`src/rtl/load_store_unit_pkg.sv`:
```
// Shared definitions for the load/store unit: data and address widths,
// data-memory depth and the controller state encoding.
package load_store_unit_pkg;

  localparam int LSU_DATA_W    = 16;
  localparam int LSU_ADDR_W    = 6;
  localparam int LSU_MEM_DEPTH = 64;

  typedef enum logic [1:0] {
    S_IDLE   = 2'd0,
    S_ACCESS = 2'd1,
    S_WAIT   = 2'd2,
    S_RESP   = 2'd3
  } lsu_state_t;

endpackage

```
`src/rtl/load_store_unit_agen.sv`:
```
// Address generation for the load/store unit.
// Computes ea = base + sign-extended word offset (modulo 2^DATA_W) and flags
// any address that lands outside the data memory.
// Ports:
//   base    - base register value
//   off     - signed two's-complement word offset
//   ea_word - low ADDR_W bits of the effective address (memory word address)
//   fault   - effective address is beyond the last memory word
module lsu_agen
  import load_store_unit_pkg::*;
#(
  parameter int DATA_W = LSU_DATA_W,
  parameter int ADDR_W = LSU_ADDR_W
) (
  input  logic [DATA_W-1:0] base,
  input  logic [ADDR_W-1:0] off,
  output logic [ADDR_W-1:0] ea_word,
  output logic              fault
);

  localparam logic [DATA_W-1:0] MEM_LIMIT = DATA_W'(LSU_MEM_DEPTH);

  logic [DATA_W-1:0] ea;

  always_comb begin
    ea      = base + {{(DATA_W-ADDR_W){off[ADDR_W-1]}}, off};
    ea_word = ea[ADDR_W-1:0];
    // Any address at or above the memory depth is out of range; this also
    // catches negative-offset wrap (e.g. 0x0000 - 1 = 0xFFFF).
    fault   = (ea >= MEM_LIMIT);
  end

endmodule

```
`src/rtl/load_store_unit.sv`:
```
// Single-outstanding load/store unit in front of a word-addressed data
// memory with a one-cycle registered read port.
// Ports:
//   clk, rst                         - clock, synchronous active-high reset
//   req_valid/req_ready/req_we       - request handshake and direction
//   req_base/req_off/req_wdata       - address operands and store data
//   resp_valid/resp_ready            - response handshake
//   resp_rdata/resp_fault            - load data and out-of-range flag
//   mem_wr_en/mem_rd_en/mem_addr/mem_wdata/mem_rdata - data-memory port
//
// state    | meaning
// ---------+----------------------------------------------------------
// S_IDLE   | ready for a request
// S_ACCESS | one-cycle memory access (write or read enable)
// S_WAIT   | read data returning from memory, captured this cycle
// S_RESP   | response presented until the consumer takes it
module load_store_unit
  import load_store_unit_pkg::*;
#(
  parameter int DATA_W = LSU_DATA_W,
  parameter int ADDR_W = LSU_ADDR_W
) (
  input  logic              clk,
  input  logic              rst,
  input  logic              req_valid,
  output logic              req_ready,
  input  logic              req_we,
  input  logic [DATA_W-1:0] req_base,
  input  logic [ADDR_W-1:0] req_off,
  input  logic [DATA_W-1:0] req_wdata,
  output logic              resp_valid,
  input  logic              resp_ready,
  output logic [DATA_W-1:0] resp_rdata,
  output logic              resp_fault,
  output logic              mem_wr_en,
  output logic              mem_rd_en,
  output logic [ADDR_W-1:0] mem_addr,
  output logic [DATA_W-1:0] mem_wdata,
  input  logic [DATA_W-1:0] mem_rdata
);

  lsu_state_t        state_q, state_d;
  logic [ADDR_W-1:0] addr_q;
  logic [DATA_W-1:0] wdata_q;
  logic [DATA_W-1:0] rdata_q;
  logic              we_q;
  logic              fault_q;
  logic [ADDR_W-1:0] ea_word;
  logic              ea_fault;
  logic              accept;

  lsu_agen #(
    .DATA_W (DATA_W),
    .ADDR_W (ADDR_W)
  ) u_agen (
    .base    (req_base),
    .off     (req_off),
    .ea_word (ea_word),
    .fault   (ea_fault)
  );

  assign accept = req_valid && (state_q == S_IDLE);

  always_ff @(posedge clk) begin
    if (rst) begin
      state_q <= S_IDLE;
    end else begin
      state_q <= state_d;
    end
  end

  always_comb begin
    state_d = state_q;
    case (state_q)
      S_IDLE:   if (req_valid) state_d = ea_fault ? S_RESP : S_ACCESS;
      S_ACCESS: state_d = we_q ? S_RESP : S_WAIT;
      S_WAIT:   state_d = S_RESP;
      S_RESP:   if (resp_ready) state_d = S_IDLE;
      default:  state_d = S_IDLE;
    endcase
  end

  always_comb begin
    req_ready  = 1'b0;
    resp_valid = 1'b0;
    mem_wr_en  = 1'b0;
    mem_rd_en  = 1'b0;
    case (state_q)
      S_IDLE:   req_ready  = 1'b1;
      S_ACCESS: begin
        mem_wr_en = we_q;
        mem_rd_en = !we_q;
      end
      S_RESP:   resp_valid = 1'b1;
      default:  ;
    endcase
  end

  // Request registers; rdata is cleared on acceptance so stores and faults
  // respond with zero data.
  always_ff @(posedge clk) begin
    if (rst) begin
      addr_q  <= '0;
      wdata_q <= '0;
      rdata_q <= '0;
      we_q    <= 1'b0;
      fault_q <= 1'b0;
    end else if (accept) begin
      addr_q  <= ea_word;
      wdata_q <= req_wdata;
      rdata_q <= '0;
      we_q    <= req_we;
      fault_q <= ea_fault;
    end else if (state_q == S_WAIT) begin
      rdata_q <= mem_rdata;
    end
  end

  assign mem_addr   = addr_q;
  assign mem_wdata  = wdata_q;
  assign resp_rdata = rdata_q;
  assign resp_fault = fault_q;

endmodule
```
`config.mk`:
```
export PLATFORM = sky130hd
export DESIGN_NAME = load_store_unit
export DESIGN_NICKNAME = d
export VERILOG_FILES = /design/src/rtl/load_store_unit_pkg.sv /design/src/rtl/load_store_unit_agen.sv /design/src/rtl/load_store_unit.sv
export SDC_FILE = /design/constraint.sdc
export NUM_CORES = 1
export LEC_CHECK = 0
export BUFFER_PORTS_ARGS = -buffer_cell sky130_fd_sc_hd__buf_2
export CAP_MARGIN = 20
export CORE_ASPECT_RATIO = 1.1
export CORE_UTILIZATION = 51
export CTS_CLUSTER_DIAMETER = 80
export CTS_CLUSTER_SIZE = 24
export DETAILED_ROUTE_END_ITERATION = 8
export GPL_TIMING_DRIVEN = 0
export PLACE_DENSITY = 0.84
export SYNTH_ARGS = -nofsm -noshare
export SYNTH_HDL_FRONTEND = slang
export SYNTH_SLANG_ARGS = --single-unit
```
`constraint.sdc`:
```
create_clock -name clk -period 4.6 [get_ports clk]
set_input_delay 0.46 -clock clk [delete_from_list [all_inputs] [get_ports clk]]
set_output_delay 0.46 -clock clk [all_outputs]
set_load 0.01 [all_outputs]
```
==> impl_metrics.ini <==
[die]
die_w_um = 68.69
dieHeight_um = 75.36
fp-row-count = 26
start_util_pct = 53.26
io_pins = 102
coreArea_um2 = 4684
die_area_um2 = 5176

[pwr]
p_seq_share_pct = 35.2
p_sw_share_pct = 36.14
vdd_drop_max_uv = 160.6
p_switching_w = 0.0004892
clkPwrFrac_pct = 21.6
power.leakage_nw = 1.500
p_per_area_nw_per_um2 = 425.9
power_frac_comb_pct = 43.2
p_total_w = 0.001353
p_int_w = 0.0008642

[detailed_routing]
wl_per_cell_um = 12.78
drtIter0Drc = 86
drc = 0
drt-total-wl_um = 5903
ant_nets = 0
first_pass_iters = 4
dr_total_vias = 2520
routed_via_density = 5.455

[global_routing]
gr-usage-all-layers_pct = 22.25
grt_pass1_vias = 2104
gr-total-overflow = 0
use_met3_pct = 4.790
grt_max_degree = 13
antenna_found_initial = 0
grt_pass1_wl_um = 8742
top_usage_layer = met2
met1_usage_pct = 24.68
gr-usage-met2_pct = 40.74

[min_path]
hold_start = rst
min_path_type = input port to register

[synth]
synth_top_cell_area_share_pct = 33.70
synth_largest_area_cell = dfxtp_1
yosys_warnings = 0
ys_dominant_reg_cell = dfxtp_1
synth_edf_count = 0
syn-mean-instance-area_um2 = 8.344
synth_seq_cells = 42
synth_cells = 299
yosysSeqAreaShare_pct = 33.70
yosys-top-cells-area = dfxtp_1 (34%), ha_1 (9.5%), nand2_1 (8.0%)
yosysUniqueCellTypes = 52
netlist_area_um2 = 2495
synthArstFlopShare_pct = 0
synth_nets = 378

[timing]
timing.final.crit_share_pct = 58.43
drv_slew = 0
hold_viol_final = 0
tightest_slew_ns = 0.6391
rsz0062_at_grt = false
slew_headroom_pct = 57.39
tns_ns = 0
worst_slack_ns = 1.912
fin_crit_ns = 2.688
setup_viol = 0
fmax_mhz = 372.0
fin_worst_skew_ns = 0.006070

[critical_path]
startpoint = req_base[0]
cp_slowest_cell = a21oi_1
crit_arrival_ns = 2.85
worstPathRequired_ns = 4.76
worstPathMaxFanout = 6
worst-r2r-setup-slack_ns = 2.60
critPathBufInv = 2
criticalPathCategory = input port to register
cp_top_family = compound AO/OA/AOI/OAI gates
startpoint_type = input port
rr_startpoint = state_q[0]
critPathCaptureType = register
crit_chain = buf_2, ha_1, inv_1, fa_1, nor2b_1, o31ai_2, a21oi_1, a21boi_0, a22o_2, nor4_2, a311oi_1
max_stage_delay_ns = 0.42

[clock_tree]
cts.sinks = 42
cts_tree = done
clockBufferDepth = 2
clk_latency_ns = 0.29
post-cts-setup-buffer-count = 0
clkTransAtPathRegs_ns = 0.08
cts_hold_buf = 0
cts_made_buffers = 5
cts_resized = 0
cts-htree-levels = 2
cts-root-buf = clkbuf_8

[placement]
gp_congestion = 0.8972
dpl_cell_area_um2 = 3065
port_buffers = 100
hpwl_um = 4715
place_ws_ns = 1.644

[cells_and_area]
nets = 485
syn_to_final_growth_pct = 27.38
final_cell_mix = buf_2 (100), nand2_1 (53), dfxtp_1 (42), a21oi_1 (31), nor2_1 (27)
fin_util_pct = 67.84
fin_area_um2 = 3178
mostFrequentLayoutCell = buf_2
drive_above_1_share_pct = 31.53
n_fill_cell = 414
n_antenna_cell = 0

[status]
status = finished clean

[flow_run]
max_cap_violations = 0
power by group through the flow:
| stage | registers, W | logic, W | clock network (W) |
|---|---|---|---|
| 3_5_place_dp | 0.000484 | 0.000587 | 0 |
| 3_3_place_gp | 0.000480 | 0.000569 | 0 |
| 5_1_grt | 0.000486 | 0.000658 | 0.000313 |
| 6_report | 0.000476 | 0.000585 | 0.000293 |
| 2_1_floorplan | 0.000513 | 0.000376 | 0 |
| 4_1_cts | 0.000476 | 0.000590 | 0.000297 |
final cells by class:
class | instances | area [µm²] | share of cell area, %
Tap cell | 56 | 70.07 | 2.205
Buffer | 18 | 122.6 | 3.858
Multi-Input combinational cell | 230 | 1498 | 47.13
Sequential cell | 42 | 840.8 | 26.46
Clock buffer | 6 | 82.58 | 2.598
Inverter | 9 | 33.78 | 1.063
Timing Repair Buffer | 100 | 500.5 | 15.75
Clock inverter | 1 | 30.03 | 0.9449
cell families after synthesis:
logic type | Yosys count | synth area share [%]
DFF | 42 | 33.70
xor gates and xnor gates | 4 | 1.404
buffers and inverters | 27 | 6.268
AOI/OAI and AO/OA | 82 | 22.37
adders and majority gates | 20 | 10.33
muxes | 16 | 6.419
and+or+nand+nor | 108 | 19.51
metal layers:
metal	share of wire, %	up-vias
li1	-	1275
met1	42	1142
met2	50	91
met3	6.3	12
met4	2.4	0
met5	0	-
cells in the mapped netlist (5+ instances only):
| master | number |
|---|---|
| nand2_1 | 53 |
| dfxtp_1 | 42 |
| a21oi_1 | 31 |
| nor2_1 | 27 |
| ha_1 | 19 |
| mux2i_1 | 16 |
| clkbuf_1 | 10 |
| inv_1 | 9 |
| o21ai_0 | 8 |
| a211oi_1 | 6 |
| o21a_1 | 6 |
| buf_6 | 5 |
| or3_1 | 5 |
registers in the layout, indices dropped and copies added (netlist names):
signal	count
mem_wdata	16
state_q	2
we_q	1
resp_rdata	16
mem_addr	6
resp_fault	1
worst reg2reg max path: cells and delay by family, from the launching register on:
kind                     cells  cell delay (ns)
multiplexers                 1             0.28
buffers and inverters        3             1.04
adder cells (fa/ha/maj)      1             0.15
AND/OR/NAND/NOR              1             0.06
flip-flops                   1             0.34
worst paths after layout:
path / cells past startpoint / endpoint
setup / recovery: 11 / resp_fault
hold / removal: 2 / mem_wdata[5]
setup reg to reg: 6 / resp_rdata[5]
hold reg to reg: 2 / mem_wdata[0]
per-stage QoR:
stage / hold slack (ns) / std cells
finish: 0.3891 / 462
global route: 0.3859 / 462
CTS: 0.3853 / 462
detailed placement: 0.4432 / 455
global placement: 0.4365 / 455
floorplan: 0.4451 / 299
Note: power is estimated with default switching activity, not from simulation.
